`config.mk`:
```
export PLATFORM = sky130hd
export DESIGN_NAME = busy_arbiter_flat
export DESIGN_NICKNAME = d
export VERILOG_FILES = /design/src/rtl/busy_arbiter_if.sv /design/src/rtl/busy_arbiter.sv /design/src/flat_wrapper.sv
export SDC_FILE = /design/constraint.sdc
export NUM_CORES = 1
export LEC_CHECK = 0
export CAP_MARGIN = 10
export CORE_ASPECT_RATIO = 1.1
export CORE_MARGIN = 1
export CORE_UTILIZATION = 35
export CTS_CLUSTER_DIAMETER = 50
export DETAILED_ROUTE_END_ITERATION = 6
export GPL_ROUTABILITY_DRIVEN = 1
export SETUP_SLACK_MARGIN = 0.4
export SLEW_MARGIN = 5
export SYNTH_ARGS = -nofsm -noshare
export SYNTH_HDL_FRONTEND = slang
export SYNTH_SLANG_ARGS = --single-unit
```
`constraint.sdc`:
```
create_clock -name clk -period 4.4 [get_ports clk]
set_input_delay 0.44 -clock clk [delete_from_list [all_inputs] [get_ports clk]]
set_output_delay 0.44 -clock clk [all_outputs]
set_load 0.05 [all_outputs]
```
`src/rtl/busy_arbiter_if.sv`:
```
// Request/grant bundle between the requesters, the shared resource and
// busy_arbiter.
//
// Handshake: a requester raises req[i] and holds it until gnt[i] rises.
// gnt[i] then stays high for the whole operation, and start pulses in the
// first grant cycle. The resource answers on res_busy, which is a plain level.
// The operation ends with a one-cycle done[i], plus timeout_err when res_busy
// never rose.
interface busy_arbiter_if #(
  parameter int NREQ = 4
) ();
  logic [NREQ-1:0] req;
  logic            res_busy;
  logic [NREQ-1:0] gnt;
  logic            start;
  logic [NREQ-1:0] done;
  logic            timeout_err;
  logic            arb_busy;

  // Requesters and the resource side.
  modport master (
    output req,
    output res_busy,
    input  gnt,
    input  start,
    input  done,
    input  timeout_err,
    input  arb_busy
  );

  // Arbiter side.
  modport slave (
    input  req,
    input  res_busy,
    output gnt,
    output start,
    output done,
    output timeout_err,
    output arb_busy
  );
endinterface

```
`src/rtl/busy_arbiter.sv`:
```
// Round-robin arbiter that serialises access to one busy-signalling resource.
// It grants one requester, pulses start, follows res_busy until the resource
// finishes or the start times out, and pulses done to the owner. It then
// waits a guard gap before it arbitrates again.
module busy_arbiter #(
  parameter int NREQ          = 4,
  parameter int START_TIMEOUT = 8,
  parameter int GUARD_CYCLES  = 4
) (
  input  logic                 clk,
  input  logic                 reset,
  busy_arbiter_if.slave        io_bus,
  output logic [1:0]           o_state
);

  localparam int PW   = (NREQ > 1) ? $clog2(NREQ) : 1;
  localparam int CMAX = (START_TIMEOUT > GUARD_CYCLES) ? START_TIMEOUT : GUARD_CYCLES;
  localparam int CW   = $clog2(CMAX + 1);

  // Value the counter holds on the last low sample and on the last guard cycle.
  localparam logic [CW-1:0] TO_LAST    = CW'(START_TIMEOUT - 1);
  localparam logic [CW-1:0] GUARD_LAST = (GUARD_CYCLES > 0) ? CW'(GUARD_CYCLES - 1) : '0;
  localparam logic [PW-1:0] PTR_RST    = PW'(NREQ - 1);

  typedef enum logic [1:0] {
    S_IDLE      = 2'd0,
    S_WAIT_BUSY = 2'd1,
    S_BUSY      = 2'd2,
    S_GUARD     = 2'd3
  } state_t;

  state_t          r_state, w_state_nxt;
  logic [PW-1:0]   r_ptr, w_ptr_nxt;
  logic [CW-1:0]   r_cnt, w_cnt_nxt;
  logic [NREQ-1:0] r_gnt, w_gnt_nxt;
  logic            r_start, w_start_nxt;
  logic [NREQ-1:0] r_done, w_done_nxt;
  logic            r_timeout_err, w_timeout_err_nxt;
  logic            w_end_op;
  logic [PW-1:0]   w_win;
  logic [NREQ-1:0] w_win_onehot;

  // Return the first set request above ptr, wrapping modulo NREQ.
  function automatic logic [PW-1:0] rr_pick(input logic [NREQ-1:0] req,
                                            input logic [PW-1:0]   ptr);
    logic [PW-1:0] win;
    logic          found;
    int            idx;
    win   = ptr;
    found = 1'b0;
    for (int i = 1; i <= NREQ; i++) begin
      idx = (int'(ptr) + i) % NREQ;
      if (!found && req[PW'(idx)]) begin
        found = 1'b1;
        win   = PW'(idx);
      end
    end
    return win;
  endfunction

  // Round-robin winner among the current requests.
  always_comb begin
    w_win        = rr_pick(io_bus.req, r_ptr);
    w_win_onehot = {{(NREQ-1){1'b0}}, 1'b1} << w_win;
  end

  // Next state and next register values. Every field defaults to "hold",
  // and the pulses default to low.
  always_comb begin
    w_state_nxt       = r_state;
    w_ptr_nxt         = r_ptr;
    w_cnt_nxt         = r_cnt;
    w_gnt_nxt         = r_gnt;
    w_start_nxt       = 1'b0;
    w_done_nxt        = '0;
    w_timeout_err_nxt = 1'b0;
    w_end_op          = 1'b0;

    case (r_state)
      S_IDLE: begin
        if (|io_bus.req) begin
          w_state_nxt = S_WAIT_BUSY;
          w_gnt_nxt   = w_win_onehot;
          w_start_nxt = 1'b1;
          w_ptr_nxt   = w_win;
          w_cnt_nxt   = '0;
        end
      end
      S_WAIT_BUSY: begin
        // The resource cannot react inside the start cycle, so res_busy is
        // only sampled from the cycle after start.
        if (!r_start) begin
          if (io_bus.res_busy) begin
            w_state_nxt = S_BUSY;
          end else if (r_cnt == TO_LAST) begin
            w_end_op          = 1'b1;
            w_timeout_err_nxt = 1'b1;
          end else begin
            w_cnt_nxt = r_cnt + CW'(1);
          end
        end
      end
      S_BUSY: begin
        if (!io_bus.res_busy) begin
          w_end_op = 1'b1;
        end
      end
      S_GUARD: begin
        // The done cycle is the first guard cycle.
        if (r_cnt == GUARD_LAST) begin
          w_state_nxt = S_IDLE;
        end else begin
          w_cnt_nxt = r_cnt + CW'(1);
        end
      end
      default: begin
        w_state_nxt = S_IDLE;
      end
    endcase

    // Common end of an operation: release the grant and tell the owner.
    if (w_end_op) begin
      w_done_nxt  = r_gnt;
      w_gnt_nxt   = '0;
      w_cnt_nxt   = '0;
      w_state_nxt = (GUARD_CYCLES == 0) ? S_IDLE : S_GUARD;
    end
  end

  // State and output registers. An asynchronous reset aborts any operation
  // in flight.
  always_ff @(posedge clk or posedge reset) begin
    if (reset) begin
      r_state       <= S_IDLE;
      r_ptr         <= PTR_RST;
      r_cnt         <= '0;
      r_gnt         <= '0;
      r_start       <= 1'b0;
      r_done        <= '0;
      r_timeout_err <= 1'b0;
    end else begin
      r_state       <= w_state_nxt;
      r_ptr         <= w_ptr_nxt;
      r_cnt         <= w_cnt_nxt;
      r_gnt         <= w_gnt_nxt;
      r_start       <= w_start_nxt;
      r_done        <= w_done_nxt;
      r_timeout_err <= w_timeout_err_nxt;
    end
  end

  assign io_bus.gnt         = r_gnt;
  assign io_bus.start       = r_start;
  assign io_bus.done        = r_done;
  assign io_bus.timeout_err = r_timeout_err;
  assign io_bus.arb_busy    = (r_state != S_IDLE);
  assign o_state            = r_state;

endmodule

```
`src/flat_wrapper.sv`:
```
// flat-port wrapper written by rule: the top's interface ports become plain ports
module busy_arbiter_flat 
#(
  parameter int NREQ          = 4,
  parameter int START_TIMEOUT = 8,
  parameter int GUARD_CYCLES  = 4
)
  (clk, reset, o_state, io_bus_req, io_bus_res_busy, io_bus_gnt, io_bus_start, io_bus_done, io_bus_timeout_err, io_bus_arb_busy);
  busy_arbiter_if #(.NREQ(NREQ)) io_bus_i ();
  input  logic clk;
  input  logic reset;
  output logic [1:0] o_state;
  input wire logic [$bits(io_bus_i.req)-1:0] io_bus_req;
  input wire logic [$bits(io_bus_i.res_busy)-1:0] io_bus_res_busy;
  output wire logic [$bits(io_bus_i.gnt)-1:0] io_bus_gnt;
  output wire logic [$bits(io_bus_i.start)-1:0] io_bus_start;
  output wire logic [$bits(io_bus_i.done)-1:0] io_bus_done;
  output wire logic [$bits(io_bus_i.timeout_err)-1:0] io_bus_timeout_err;
  output wire logic [$bits(io_bus_i.arb_busy)-1:0] io_bus_arb_busy;
  assign io_bus_i.req = io_bus_req;
  assign io_bus_i.res_busy = io_bus_res_busy;
  assign io_bus_gnt = io_bus_i.gnt;
  assign io_bus_start = io_bus_i.start;
  assign io_bus_done = io_bus_i.done;
  assign io_bus_timeout_err = io_bus_i.timeout_err;
  assign io_bus_arb_busy = io_bus_i.arb_busy;
  busy_arbiter #(.NREQ(NREQ), .START_TIMEOUT(START_TIMEOUT), .GUARD_CYCLES(GUARD_CYCLES)) u_core (.clk(clk), .reset(reset), .io_bus(io_bus_i), .o_state(o_state));
endmodule
```
==> results.py, run 1 <==
metrics = {
    "critical_path": {
        "worst_ep_arrival_time_ns": 2.06,
        "critical_path_required_ns": 3.96,
        "cp_max_fo": 5,
        "cp-start-kind": "register",
        "path_buf_inv": 3,
        "crit_chain": "inv_1 -> ha_1 -> inv_1 -> clkdlybuf4s50_1",
        "cpMostUsedCell": "inv_1",
        "cp_slowest_cell": "clkdlybuf4s50_1",
        "cp-end-kind": "output port",
        "cpLargestDelayFamily": "buffers and inverters",
        "cp_slowest_stage_delay_ns": 0.83,
        "critical_path_class": "register to output port",
    },
    "detailed_routing": {
        "dr.first_iter.drc_count": 13,
        "drt_wl_total_um": 2150,
        "vias_per_cell": 5.34,
        "first_pass_iters": 4,
        "via_count": 823,
        "wl_met2_um": 1080,
        "route.met3.wl_um": 86,
        "post_drt_wl_per_cell_um": 14.0,
        "drc_errors": 0,
        "met1_length_um": 976,
        "ant_nets": 0,
        "top_layer": "met4",
    },
    "run": {
        "drv_cap": 0,
    },
    "synth": {
        "syn_area_um2": 1060,
        "synth_flop_cell": "dfrtp_1",
        "synth_edf_count": 0,
        "yosysUniqueCellTypes": 41,
        "synthTopCellsByCount": "dfrtp_1 (16), nand2_1 (11), a21oi_1 (6)",
        "seq_area_frac_synth_pct": 42.6,
        "synth-seq-cells": 18,
        "ys_warn_count": 0,
        "synth_top_area_share_pct": 37.6,
        "async_reset_ff_share_pct": 100,
        "syn_inst": 99,
        "synth.area.top_cells": "dfrtp_1 (38%), ha_1 (5.9%), dfstp_2 (4.9%)",
        "yosys.area.top_type": "dfrtp_1",
        "yosysMostFrequentCell": "dfrtp_1",
        "synth_nets": 111,
        "avgSynthCellArea_um2": 10.7,
    },
    "sta": {
        "post-route-period-util_pct": 56.9,
        "slew_headroom_pct": 53.0,
        "rsz0062_at_grt": "no",
        "hold_viol_final": 0,
        "finalSetupTns_ns": 0,
        "skew_ns": 0.00287,
        "worstMarginPinSlew_ns": 0.704,
        "fmax_mhz": 400,
        "slew_violations": 0,
        "setup_viol": 0,
        "timing.final.ws_setup_ns": 1.90,
        "finalWorstPathRequiredPeriod_ns": 2.50,
    },
    "die": {
        "io_pins": 20,
        "num_rows": 20,
        "core_um2": 2830,
        "die_x_um": 54.6,
        "dieArea_um2": 3260,
        "start_util_pct": 37.6,
        "die_height_um": 59.8,
    },
    "cts": {
        "root_buffer": "clkbuf_4",
        "cts-htree-levels": 1,
        "cts_tree": "yes",
        "clkSinkCount": 18,
        "postCtsResizedCells": 0,
        "path_clk_slew_ns": 0.11,
        "numCtsBuffers": 3,
        "post_cts_buffers": 0,
        "ctsHoldBuffers": 0,
        "clk_path_buf_depth": 2,
        "clk_latency_ns": 0.29,
    },
    "global_routing": {
        "antenna_found_initial": 0,
        "grt-ovfl-total": 0,
        "grt_use_total_pct": 16.0,
        "grt_max_degree": 19,
        "grt_pass1_wl_um": 3760,
        "grt_pass1_vias": 826,
    },
    "placed_design": {
        "numPortBuffers": 19,
        "preCtsSetupSlack_ns": 1.90,
        "gp_congestion": 0.776,
        "dp_hpwl_um": 1650,
    },
    "cells_and_area": {
        "seq_area_um2": 453,
        "multiInputGateArea_um2": 583,
        "nNetsFinal": 134,
        "drive_gt1_share_pct": 18.2,
        "syn_to_final_growth_pct": 24.7,
        "antenna_cells": 0,
        "fillers": 272,
    },
    "pwr": {
        "cellPowerDensity_nw_per_um2": 723,
        "p_leak_nw": 0.571,
        "irDropWorstVdd_v": 0.000526,
    },
    "min_path": {
        "hold_path.class": "register to register",
    },
    "status": {
        "status": "finished clean",
    },
}
## metal layers
metal	vias up	global-route usage (%)
met4	0	3.66
li1	399	-
met5	-	0
met3	2	4.83
met1	404	20.2
met2	18	26.3
## cells by family after synthesis
group | Yosys count | share of synthesized area, %
muxes | 2 | 1.88
buffers and inverters | 7 | 2.59
and+or+nand+nor | 40 | 25.2
AOI/OAI and AO/OA | 25 | 20.2
adders and majority gates | 5 | 5.88
DFF | 18 | 42.6
xor gates and xnor gates | 2 | 1.65
## layout by cell type, fill, tap and decap left out, types with 2 or more instances in the layout
master,count
clkbuf_4,3
xnor2_1,2
nand3_1,2
nor2b_1,4
o21ai_1,2
clkdlybuf4s50_1,19
inv_1,5
o21ai_0,4
dfrtp_1,16
nand2_1,11
a21oi_1,6
mux2i_1,2
ha_1,5
dfstp_2,2
nor2_1,5
nand3b_1,4
nand2b_1,3
## through the flow
step	util (%)	power, mW	hold slack [ns]	std cells	instance area, um2
after floorplan	-	0.712	0.377	99	1060
after global placement	45.6	0.846	0.499	150	1290
after detailed placement	45.6	0.857	0.502	150	1290
after CTS	46.9	0.966	0.520	154	1330
after global routing	46.9	1.03	0.552	154	1330
final	46.9	0.959	0.519	154	1330
## tightest hold or removal path, stage by stage, from the launching register on
cell     delay (ns)
dfstp_2        0.40
nand2_1        0.05
o21ai_0        0.07
## flip-flops by register name, summed over array words and instances (netlist names)
signal / cells
u_core.r_ptr: 2
u_core.r_cnt: 4
u_core.o_state: 2
u_core.io_bus.done: 4
u_core.io_bus.gnt: 4
u_core.io_bus.start: 1
u_core.io_bus.timeout_err: 1
## final cells by class
type	count	area share (%)
Timing Repair Buffer	19	14.3
Inverter	6	1.70
Tap cell	33	3.11
Clock buffer	4	2.74
Multi-Input combinational cell	74	44.0
Sequential cell	18	34.2
## where the power goes
part           leakage (nW)  internal [mW]  switching, mW
clock                0.0210         0.0504         0.0524
sequential            0.235          0.223         0.0481
combinational         0.315          0.230          0.356
## worst paths after layout
| check | slack, ns | end | cells past startpoint | start |
|---|---|---|---|---|
| worst max-delay path | 1.90 | io_bus_arb_busy | 4 | u_core.o_state[0] |
| worst min-delay path | 0.52 | u_core.r_ptr[0] | 2 | u_core.r_ptr[0] |
| worst max register to register | 2.21 | u_core.o_state[0] | 6 | u_core.o_state[0] |
| worst min register to register | 0.52 | u_core.r_ptr[0] | 2 | u_core.r_ptr[0] |
| max in group asynchronous | 3.40 | u_core.r_cnt[2] | 2 | reset |
| min in group asynchronous | 0.55 | u_core.io_bus.gnt[1] | 2 | reset |
No activity file was read; power rests on OpenSTA's default activity.
==> run 2, diff against run 1 <==
==> constraint.sdc (replaced) <==
create_clock -name clk -period 2.39 [get_ports clk]
set_input_delay 0.239 -clock clk [delete_from_list [all_inputs] [get_ports clk]]
set_output_delay 0.239 -clock clk [all_outputs]
set_load 0.05 [all_outputs]
==> run 2 against run 1 <==
  * Core utilization increased by 1.1 points
  * Setup slack worse by 1.4 ns
  * First-iteration DRC count rose by 85%
  * Sequential share of layout area fell by 0.60 points
  * Design area rose by 2.4%
  * Global-route usage shrank 1.4 points
  * Die area is the same
  * Critical path type is now register to register
==> results.py, run 2 (synthesis results as in run 1) <==
metrics = {
    "status": {
        "status": "finished clean",
    },
    "sta": {
        "finalSetupTns_ns": 0,
        "fmax_mhz": 532,
        "worstMarginPinSlew_ns": 0.675,
        "setup_viol": 0,
        "finalWorstPathRequiredPeriod_ns": 1.88,
        "slew_headroom_pct": 54.9,
        "timing.final.ws_setup_ns": 0.510,
        "post-route-period-util_pct": 78.6,
        "rsz0062_at_grt": "no",
        "hold_viol_final": 0,
        "skew_ns": 0.00404,
        "slew_violations": 0,
    },
    "cts": {
        "root_buffer": "clkbuf_4",
        "cts_tree": "yes",
        "ctsHoldBuffers": 0,
        "path_clk_slew_ns": 0.10,
        "clk_path_buf_depth": 2,
        "clkSinkCount": 18,
        "numCtsBuffers": 3,
        "clk_latency_ns": 0.30,
        "cts-htree-levels": 1,
    },
    "detailed_routing": {
        "via_count": 789,
        "drc_errors": 0,
        "vias_per_cell": 5.06,
        "drt_wl_total_um": 2010,
        "first_pass_iters": 4,
        "post_drt_wl_per_cell_um": 12.9,
        "dr.first_iter.drc_count": 24,
        "ant_nets": 0,
    },
    "critical_path": {
        "cp_slowest_cell": "dfrtp_2",
        "crit_chain": "inv_1 -> ha_1 -> and2b_4 -> and2_4 -> a21o_4 -> nor4_4 -> a32o_2",
        "worst_ep_arrival_time_ns": 2.12,
        "r2r_cells": 7,
        "cpLargestDelayFamily": "simple AND/OR/NAND/NOR gates",
        "critical_path_required_ns": 2.63,
        "worst-path-stages": 7,
        "cp-end-kind": "register",
        "cp_max_fo": 6,
        "critical_path_class": "register to register",
        "cp-start-kind": "register",
        "cp_slowest_stage_delay_ns": 0.40,
        "path_buf_inv": 1,
    },
    "cells_and_area": {
        "drive_gt1_share_pct": 22.0,
        "nNetsFinal": 136,
        "final_common_cell": "clkdlybuf4s50_1",
        "syn_to_final_growth_pct": 27.6,
        "final_cell_mix": "clkdlybuf4s50_1 (18), dfrtp_1 (14), nand2_1 (11)",
        "antenna_cells": 0,
    },
    "die": {
        "start_util_pct": 37.6,
        "num_rows": 20,
        "die_x_um": 54.6,
        "die_height_um": 59.8,
        "io_pins": 20,
        "dieArea_um2": 3260,
        "core_um2": 2830,
    },
    "placed_design": {
        "preCtsSetupSlack_ns": 0.425,
        "numPortBuffers": 19,
        "dp_hpwl_um": 1590,
        "gp_congestion": 0.779,
    },
    "pwr": {
        "irDropWorstVdd_v": 0.000892,
        "p_leak_nw": 0.570,
        "cellPowerDensity_nw_per_um2": 1320,
    },
    "global_routing": {
        "grt-ovfl-total": 0,
        "grt_pass1_wl_um": 3400,
        "grt_use_total_pct": 14.6,
        "grt_pass1_vias": 762,
        "grt_max_degree": 19,
        "antenna_found_initial": 0,
    },
    "run": {
        "drv_cap": 0,
    },
    "min_path": {
        "hold_path.class": "input port to async pin",
    },
}
-- run 2: timing repair --
action,CTS,global route
gates cloned,0,0
pin swaps,0,0
endpoints found under the setup margin,1,2
setup buffers,0,1
resized for setup,1,1
-- run 2: per-stage QoR --
stage          utilization [%]  power (mW)  hold slack, ns  instances  area [um2]
2_1_floorplan                -        1.37           0.176         99        1090
3_3_place_gp              46.9        1.64           0.485        151        1330
3_5_place_dp              46.9        1.65           0.493        151        1330
4_1_cts                   47.7        1.81           0.352        155        1350
5_1_grt                   48.0        1.92           0.421        156        1360
6_report                  48.0        1.79           0.329        156        1360
-- run 2: worst paths after layout --
path / start / end / slack [ns]
max reg2reg: u_core.o_state[1] / u_core.r_cnt[1] / 0.51
min reg2reg: u_core.r_ptr[0] / u_core.r_ptr[0] / 0.50
max in group asynchronous: reset / u_core.o_state[1] / 1.59
max: u_core.o_state[1] / u_core.r_cnt[1] / 0.51
min: reset / u_core.io_bus.start / 0.33
min in group clk: u_core.r_ptr[0] / u_core.r_ptr[0] / 0.50
-- run 2: worst reg2reg max path, stage by stage, from the launching register on --
cell     delay (ns)
dfrtp_2        0.40
inv_1          0.09
ha_1           0.26
and2b_4        0.21
and2_4         0.16
a21o_4         0.24
nor4_4         0.27
a32o_2         0.20
-- run 2: where the power goes --
| group | internal (mW) | switching, mW |
|---|---|---|
| registers | 0.414 | 0.0895 |
| clock network | 0.0651 | 0.0918 |
| logic | 0.469 | 0.665 |
| total | 0.948 | 0.846 |
-- run 2: routing by layer --
layer / global-route usage [%] / wire, um
met1: 17.4 / 901
met2: 24.6 / 993
met3: 3.31 / 78
met4: 6.59 / 38
met5: 0 / 0
-- run 2: layout make-up --
| cell class | instances | area [um2] |
|---|---|---|
| fillers | 264 | 1470 |
| multi-input cells | 74 | 604 |
| flip-flops and latches | 18 | 455 |
| repair buffers | 21 | 204 |
| well taps | 33 | 41.3 |
| clock buffers | 4 | 26.3 |
| inverters | 6 | 26.3 |
